==> config.mk <==
export PLATFORM = sky130hd
export DESIGN_NAME = timersignal_gen
export DESIGN_NICKNAME = d
export VERILOG_FILES = /design/src/rtl/timersignal_gen.sv
export SDC_FILE = /design/constraint.sdc
export NUM_CORES = 1
export LEC_CHECK = 0
export ABC_AREA = 1
export CAP_MARGIN = 20
export CORE_MARGIN = 10
export CORE_UTILIZATION = 30
export DETAILED_ROUTE_END_ITERATION = 10
export MAX_ROUTING_LAYER = met4
export PLACE_DENSITY = 0.58
export SYNTH_ARGS = -nofsm -noshare
export SYNTH_HDL_FRONTEND = slang
export SYNTH_SLANG_ARGS = --single-unit
==> constraint.sdc <==
create_clock -name tsin -period 4.06 [get_ports tsin]
set_input_delay 0.812 -clock tsin [delete_from_list [all_inputs] [get_ports tsin]]
set_output_delay 0.812 -clock tsin [all_outputs]
set_load 0.02 [all_outputs]
==> src/rtl/timersignal_gen.sv <==
// Multi-channel timer-signal generator: per-channel period/high-time, periodic or one-shot.
// Define TIMERSIGNAL_PRESCALE_EN to advance channel counters only on a shared PRE_DIV tick.
module timersignal_gen #(
    parameter int CHANNELS = 4,
    parameter int CNT_W    = 16,
    parameter int PRE_DIV  = 4
) (
    input  logic                      tsin,
    input  logic                      reset,
    input  logic [CHANNELS-1:0]       start,
    input  logic [CHANNELS-1:0]       stop,
    input  logic [CHANNELS-1:0]       mode,
    input  logic [CHANNELS*CNT_W-1:0] period,
    input  logic [CHANNELS*CNT_W-1:0] high,
    output logic [CHANNELS-1:0]       tsout,
    output logic [CHANNELS-1:0]       busy,
    output logic [CHANNELS-1:0]       done
);

    typedef enum logic {IDLE, RUN} state_t;

    localparam logic [CNT_W-1:0] ONE = CNT_W'(1);

    logic tick;

`ifdef TIMERSIGNAL_PRESCALE_EN
    localparam int PRE_W = (PRE_DIV > 1) ? $clog2(PRE_DIV) : 1;
    localparam logic [PRE_W-1:0] PRE_LAST = PRE_W'(PRE_DIV - 1);

    logic [PRE_W-1:0] pre;

    // NOTE: sequential state uses non-blocking assignments so every flop samples pre-edge values.
    always_ff @(posedge tsin) begin
        if (!reset)
            pre <= '0;
        else if (pre == PRE_LAST)
            pre <= '0;
        else
            pre <= pre + PRE_W'(1);
    end

    assign tick = (pre == PRE_LAST);
`else
    // Without the prescaler every edge is an advance event.
    assign tick = (PRE_DIV >= 1);
`endif

    for (genvar g = 0; g < CHANNELS; g++) begin : g_ch
        state_t           state, state_nx;
        logic [CNT_W-1:0] cnt, cnt_nx;
        logic [CNT_W-1:0] per_l, per_nx;
        logic [CNT_W-1:0] hi_l, hi_nx;
        logic             mode_l, mode_nx;
        logic             out_q, out_nx;
        logic             done_q, done_nx;
        logic [CNT_W-1:0] per_in, hi_in;

        assign per_in = period[g*CNT_W +: CNT_W];
        assign hi_in  = high[g*CNT_W +: CNT_W];

        always_comb begin
            // NOTE: every output of this block gets a default first, so no path can infer a latch.
            state_nx = state;
            cnt_nx   = cnt;
            per_nx   = per_l;
            hi_nx    = hi_l;
            mode_nx  = mode_l;
            out_nx   = out_q;
            done_nx  = 1'b0;

            if (stop[g]) begin
                state_nx = IDLE;
                out_nx   = 1'b0;
            end else if (start[g] && (per_in != '0)) begin
                per_nx   = per_in;
                hi_nx    = hi_in;
                mode_nx  = mode[g];
                cnt_nx   = '0;
                state_nx = RUN;
                out_nx   = (hi_in != '0);
            end else if ((state == RUN) && tick) begin
                if (cnt == per_l - ONE) begin
                    done_nx = 1'b1;
                    cnt_nx  = '0;
                    if (mode_l) begin
                        state_nx = IDLE;
                        out_nx   = 1'b0;
                    end else begin
                        out_nx   = (hi_l != '0);
                    end
                end else begin
                    // cnt < per_l-1 here, so cnt+1 cannot overflow CNT_W bits.
                    cnt_nx = cnt + ONE;
                    out_nx = (cnt + ONE < hi_l);
                end
            end
        end

        always_ff @(posedge tsin) begin
            if (!reset) begin
                state  <= IDLE;
                cnt    <= '0;
                per_l  <= '0;
                hi_l   <= '0;
                mode_l <= 1'b0;
                out_q  <= 1'b0;
                done_q <= 1'b0;
            end else begin
                state  <= state_nx;
                cnt    <= cnt_nx;
                per_l  <= per_nx;
                hi_l   <= hi_nx;
                mode_l <= mode_nx;
                out_q  <= out_nx;
                done_q <= done_nx;
            end
        end

        assign tsout[g] = out_q;
        assign busy[g]  = (state == RUN);
        assign done[g]  = done_q;
    end

endmodule
## Word-level counts from Yosys, hierarchy flattened

Cells that the tools add are included.

| storage, ports and cells | value |
|---|---|
| register bits | 208 |
| output and inout bits | 12 |
| word-level logic and storage cells | 137 |

| operators by class | value |
|---|---|
| $add $sub $neg | 8 |
| order comparisons | 4 |
| equality and inequality tests | 4 |
| multiplexer cells | 48 |
| bitwise gates (word level) | 9 |
| reduce and logical (&&, ||, !) cells | 36 |

Operators with widths:

| cell | count |
|---|---|
| 2-to-1 mux 16 bit | 12 |
| nonzero test 16 bit | 12 |
| adder 16 x 1 -> 16 bit (second input constant) | 4 |
| == test 16 bit | 4 |
| < comparator 16 bit | 4 |
| subtractor 16 x 1 -> 16 bit (second input constant) | 4 |
| 2-to-1 mux 1 bit | 36 |
| AND reduction 2 bit | 8 |
| OR reduction 4 bit | 4 |
| NOT 1 bit | 9 |
| nonzero test 2 bit | 4 |
| OR reduction 2 bit | 4 |
| logical AND 1 bit | 4 |

## Depth between registers and ports, before layout

| logic depth | value |
|---|---|
| depth in word-level cells | 5 |
| mapped depth | 20 |
| depth with buffers taken out | 20 |

## Worst setup path before layout

OpenSTA, ideal clock, no wires.

| timing | value |
|---|---|
| path type | flip-flop to flip-flop |
| from | register g_ch[1].cnt[0] |
| to | register g_ch[1].out_q |
| library setup time | 116 ps |
| arrival time | 2,351 ps |
| data required time | 3,944 ps |
| path slack | 1,593 ps |
| cell stages (with the launch flop) | 20 |
| clock period less this slack | 2,467 ps |
| path through | dfxtp_1 ha_1 nand2_1 nor2_1 nand2_1 nor2_1 inv_1 nor4_1 xor2_1 inv_1 ha_1 nand2_1 nor2_1 nand2_1 nor3_1 a21oi_1 nand2_1 nand3_1 nand2_1 a21oi_1 |

| between the ends | value |
|---|---|
| longest elaborated chain between the ends | 5 |
| elaborated cells on any way between the ends | 6 |
| those cells by class | add/sub (1); order compare (1); eq/ne (1); mux (3) |

RTL lines:

| element | RTL line | source |
|---|---|---|
| from (decl) | 50 | `logic [CNT_W-1:0] cnt, cnt_nx;` |
| from (signal assigned) | 110 | `cnt <= cnt_nx;` |
| adder 16 x 1 -> 16 bit | 94 | `out_nx = (cnt + ONE < hi_l);` |
| < comparator 16 bit | 94 |  |
| 2-to-1 mux 1 bit * | 82 | `if (cnt == per_l - ONE) begin` |
| 2-to-1 mux 1 bit * | 81 | `end else if ((state == RUN) && tick) begin` |
| 2-to-1 mux 1 bit * | 74 | `end else if (start[g] && (per_in != '0)) begin` |
| to (signal assigned) | 114 | `out_q <= out_nx;` |
| to (decl) | 54 | `logic out_q, out_nx;` |

Every way passes the cells marked *; elsewhere a longest branch is shown, timed or not. The select of a mux whose other input is x is not followed.
A chain may end at the register's enable or synchronous reset.

## Worst setup path in the final report

| timing | value |
|---|---|
| from | register g_ch[3].cnt[0] |
| to | register g_ch[3].out_q |

| between the ends | value |
|---|---|
| longest elaborated chain between the ends | 5 |
| elaborated cells on any way between the ends | 6 |
| those cells by class | add/sub (1); order compare (1); eq/ne (1); mux (3) |

RTL lines:

| element | RTL line |
|---|---|
| from (decl) | 50 |
| from (signal assigned) | 110 |
| adder 16 x 1 -> 16 bit | 94 |
| < comparator 16 bit | 94 |
| 2-to-1 mux 1 bit * | 82 |
| 2-to-1 mux 1 bit * | 81 |
| 2-to-1 mux 1 bit * | 74 |
| to (signal assigned) | 114 |
| to (decl) | 54 |

Marked as above.

==> impl_metrics.prom <==
# TYPE chip_impl_metric gauge
chip_impl_metric{name="register_area",unit="mm^2"} 0.004164
chip_impl_metric{name="die_h",unit="um"} 235.4
chip_impl_info{name="leading_post_synthesis_cells_by_cell_area",value="sky130_fd_sc_hd__dfxtp_1 30%, sky130_fd_sc_hd__nand2_1 11%, sky130_fd_sc_hd__a21oi_1 8.4%"} 1
chip_impl_metric{name="report.final.setup_viol",unit=""} 0
chip_impl_metric{name="grt-ovfl-total",unit=""} 0
chip_impl_metric{name="ir_worst_vdd",unit="uV"} 258.7
chip_impl_info{name="critical_path.startpoint_type",value="flip-flop"} 1
chip_impl_metric{name="io_buffer_count",unit=""} 153
chip_impl_info{name="worstPathCellList",value="ha_1 > nand3_2 > nor3_2 > nand3_1 > nor3_2 > nand3_1 > xor2_1 > inv_1 > ha_1 > nand4_1 > nor3_1 > a21oi_1 > nand2_1 > nand3_1 > nand2_1 > a21oi_1"} 1
chip_impl_metric{name="hold-worst-slack",unit="ps"} 460.7
chip_impl_metric{name="starting_density_of_the_core",unit=""} 0.3048
chip_impl_metric{name="gp_routability_congestion",unit=""} 0.8984
chip_impl_metric{name="routed_wirelength",unit="um"} 41960
chip_impl_metric{name="synth.cell_area",unit="mm^2"} 0.01392
chip_impl_info{name="hold_path_class",value="reg2reg"} 1
chip_impl_metric{name="final_net_count",unit=""} 2378
chip_impl_metric{name="max_cap_viol_count",unit=""} 0
chip_impl_metric{name="drt_first_pass_iters",unit=""} 5
chip_impl_metric{name="multi_input_comb_area",unit="mm^2"} 0.008361
chip_impl_info{name="worst_reg2reg_path_startpoint",value="g_ch[3].cnt[0]$_SDFFE_PN0P_"} 1
chip_impl_info{name="startpoint",value="g_ch[3].cnt[0]$_SDFFE_PN0P_"} 1
chip_impl_metric{name="core_area",unit="mm^2"} 0.04567
chip_impl_info{name="min_from",value="g_ch[3].out_q$_SDFFE_PP0N_"} 1
chip_impl_metric{name="antenna_found_initial",unit=""} 2
chip_impl_metric{name="grt_pass1_wl",unit="um"} 69090
chip_impl_metric{name="cts_num_sinks",unit=""} 208
chip_impl_metric{name="synthesis.area_per_instance",unit="um^2"} 6.747
chip_impl_metric{name="crit_buf_inv",unit=""} 1
chip_impl_metric{name="worstMarginPinSlew",unit="ps"} 1069
chip_impl_metric{name="max-clock-path-buffers",unit=""} 3
chip_impl_metric{name="number_of_instances_resized_during_post_cts_repair",unit=""} 0
chip_impl_metric{name="cts_hold_buffers",unit=""} 0
chip_impl_info{name="critPathKind",value="reg2reg"} 1
chip_impl_metric{name="drt-wirelength-per-cell",unit="um"} 15.04
chip_impl_info{name="cts_tree",value="done"} 1
chip_impl_info{name="synth_area_leader_cell",value="sky130_fd_sc_hd__dfxtp_1"} 1
chip_impl_metric{name="maxSlewHeadroom",unit=""} 0.2845
chip_impl_info{name="cp_slowest_cell",value="sky130_fd_sc_hd__dfxtp_1"} 1
chip_impl_metric{name="worst-path-max-fanout",unit=""} 7
chip_impl_metric{name="final_layout_size_suffix_gt1_frac",unit=""} 0.06399
chip_impl_metric{name="dpl_cells",unit=""} 2739
chip_impl_metric{name="cp_data_required_time",unit="ps"} 4500
chip_impl_metric{name="tritoncts.num_buffers",unit=""} 27
chip_impl_metric{name="clk_pin_slew_worst_paths",unit="ps"} 60
chip_impl_metric{name="rows",unit=""} 78
chip_impl_info{name="critical-path-top-delay-family",value="simple AND/OR/NAND/NOR gates"} 1
chip_impl_metric{name="power.static_leakage",unit="uW"} 0.007061
chip_impl_info{name="mostFrequentLayoutCell",value="sky130_fd_sc_hd__nand2_1"} 1
chip_impl_metric{name="netlist.area_leader.share",unit=""} 0.2991
chip_impl_metric{name="totalNegativeSetupSlack",unit="ps"} 0
chip_impl_metric{name="nFillCells",unit=""} 4856
chip_impl_metric{name="htree_num_levels",unit=""} 1
chip_impl_metric{name="fp.dieArea",unit="mm^2"} 0.05542
chip_impl_metric{name="cts_setup_buffers",unit=""} 0
chip_impl_metric{name="detail_route.vias_per_cell",unit=""} 4.923
chip_impl_info{name="timing.critical_path.mode_cell",value="sky130_fd_sc_hd__nand3_1"} 1
chip_impl_metric{name="worstHoldPathCells",unit=""} 2
chip_impl_metric{name="die_w",unit="um"} 235.4
chip_impl_metric{name="layout_min_cycle_time",unit="ps"} 3102
chip_impl_info{name="worstSetupEndpointType",value="flip-flop"} 1
chip_impl_metric{name="route.vias.total",unit=""} 13740
chip_impl_metric{name="achievable-frequency",unit="MHz"} 322.4
chip_impl_metric{name="flop_and_latch_count_out_of_synthesis",unit=""} 208
chip_impl_info{name="rsz0062_at_grt",value="false"} 1
chip_impl_metric{name="synthDistinctLibCells",unit=""} 51
chip_impl_metric{name="first_global_vias",unit=""} 13460
chip_impl_metric{name="insertion_delay",unit="ps"} 550
chip_impl_metric{name="stdcell_count",unit=""} 2790
chip_impl_metric{name="reg2reg_depth",unit=""} 16
chip_impl_info{name="status",value="finished clean"} 1
chip_impl_info{name="worst_r2r_endpoint",value="g_ch[3].out_q$_SDFFE_PP0N_"} 1
chip_impl_metric{name="drt-initial-drc-count",unit=""} 789
chip_impl_metric{name="floorplan.io_pins",unit=""} 154
chip_impl_metric{name="seq_area_frac_synth",unit=""} 0.2991
chip_impl_metric{name="max_stage_delay",unit="ps"} 530
chip_impl_info{name="highest_count_cells_in_the_layout_ignoring_fill_and_taps",value="392 x sky130_fd_sc_hd__nand2_1, 238 x sky130_fd_sc_hd__inv_1, 233 x sky130_fd_sc_hd__a21oi_1"} 1
chip_impl_metric{name="area_delta_synth_final",unit="%"} 20.41
chip_impl_metric{name="hold_viol_final",unit=""} 0
chip_impl_metric{name="slew_viol_final",unit=""} 0
chip_impl_metric{name="critical_path_arrival",unit="ps"} 3550
chip_impl_metric{name="synth-warning-count",unit=""} 0
chip_impl_info{name="clk_root_buffer_cell",value="sky130_fd_sc_hd__clkbuf_16"} 1
chip_impl_metric{name="globalRouteTotalUtil",unit=""} 0.1498
chip_impl_metric{name="place_hpwl",unit="um"} 32750
chip_impl_metric{name="ant_nets",unit=""} 0
chip_impl_metric{name="power_per_cell_area",unit="mW/mm^2"} 344.8
chip_impl_metric{name="postSynthNetCount",unit=""} 2273
chip_impl_info{name="hold_path_end",value="g_ch[3].out_q$_SDFFE_PP0N_"} 1
chip_impl_metric{name="register_to_register_setup_slack",unit="ps"} 960
chip_impl_metric{name="largest_net_degree_at_the_start_of_global_routing",unit=""} 62
chip_impl_metric{name="final_min_period_over_clock_period",unit=""} 0.7639
chip_impl_metric{name="postSynthCellCount",unit=""} 2063
chip_impl_metric{name="route.detailed.drc",unit=""} 0
chip_impl_metric{name="clock-skew-final",unit="ps"} 28.22
==> final cells by class <==
class | instances | share of cell area
Tap cell | 600 | 0.04479
Clock buffer | 41 | 0.05001
Clock inverter | 8 | 0.004330
Inverter | 256 | 0.05733
Sequential cell | 208 | 0.2484
Multi-Input combinational cell | 1513 | 0.4988
Timing Repair Buffer | 162 | 0.09600
Antenna cell | 2 | 0.0002986
==> metrics by stage <==
stage	total power, uW	area, um^2	worst slack, ps	utilization
2_1_floorplan	3012	13920	1593	-
3_3_place_gp	3369	15850	526.1	0.3469
3_5_place_dp	3386	15850	479.7	0.3469
4_1_cts	5859	16760	928.9	0.3669
5_1_grt	6095	16760	627.2	0.3670
6_report	5779	16760	958.4	0.3670
==> Yosys cell counts, drive strengths merged <==
cell type and n:
o41ai 1, a31o 1, nor3 31, a41oi 1, nand3b 18, o2111ai 1, nor4 42, nand3 150
a21o 1, and3 3, or2 4, clkinv 3, nand2 405, nor3b 4, clkbuf 42, dfxtp 208
buf 44, ha 68, o21a 3, nand4 78, nor2 195, a21oi 233, o21ai 139, inv 253
o211ai 5, xnor2 32, xor2 84, and2 4, a211oi 6, o21bai 1, a31oi 3
==> power breakdown <==
part           total, uW  internal, uW  leakage (uW)  switching [uW]
registers           2200          2130       0.00170            71.7
logic               1150           451       0.00490             695
clock network       2430          1480      0.000457             953
==> per-layer routing <==
metal | track usage | vias up | part of all wire
met2 | 0.2427 | 262 | 0.45
met5 | - | - | 0
li1 | - | 7083 | -
met1 | 0.1895 | 6330 | 0.48
met3 | 0.02926 | 61 | 0.046
met4 | 0.03312 | 0 | 0.020
==> flip-flops by register name, indices dropped and copies added, names as in the netlist <==
register     cells
g_ch.cnt        64
g_ch.state       4
g_ch.per_l      64
g_ch.mode_l      4
g_ch.out_q       4
g_ch.hi_l       64
g_ch.done_q      4
==> how the worst max path moves through the flow <==
stage                                              end  slack [ps]  cells after the start
after global placement    g_ch[2].cnt[15]$_SDFFE_PN0P_         530                      8
final                       g_ch[3].out_q$_SDFFE_PP0N_         960                     16
after CTS                   g_ch[3].out_q$_SDFFE_PP0N_         930                     16
after detailed placement   g_ch[2].cnt[1]$_SDFFE_PN0P_         480                      8
after global routing        g_ch[3].out_q$_SDFFE_PP0N_         630                     16
after floorplan             g_ch[1].out_q$_SDFFE_PP0N_        1590                     19
==> tightest hold or removal path, cell delays in order, from the launching register on <==
cell,delay (ps)
sky130_fd_sc_hd__dfxtp_1,310
sky130_fd_sc_hd__nand2_1,60
sky130_fd_sc_hd__a21oi_1,50
==> cells by family (layout without fill, tap and decap cells) <==
group,Yosys count,count (layout),share of synthesized area
xor+xnor,116,116,0.07299
fa+ha+maj,68,68,0.06112
other cells,0,2,0
compound gates,395,395,0.1473
buf+inv,342,467,0.1002
simple gates,934,934,0.3192
flops,208,208,0.2991
No activity file was read; power rests on OpenSTA's default activity.
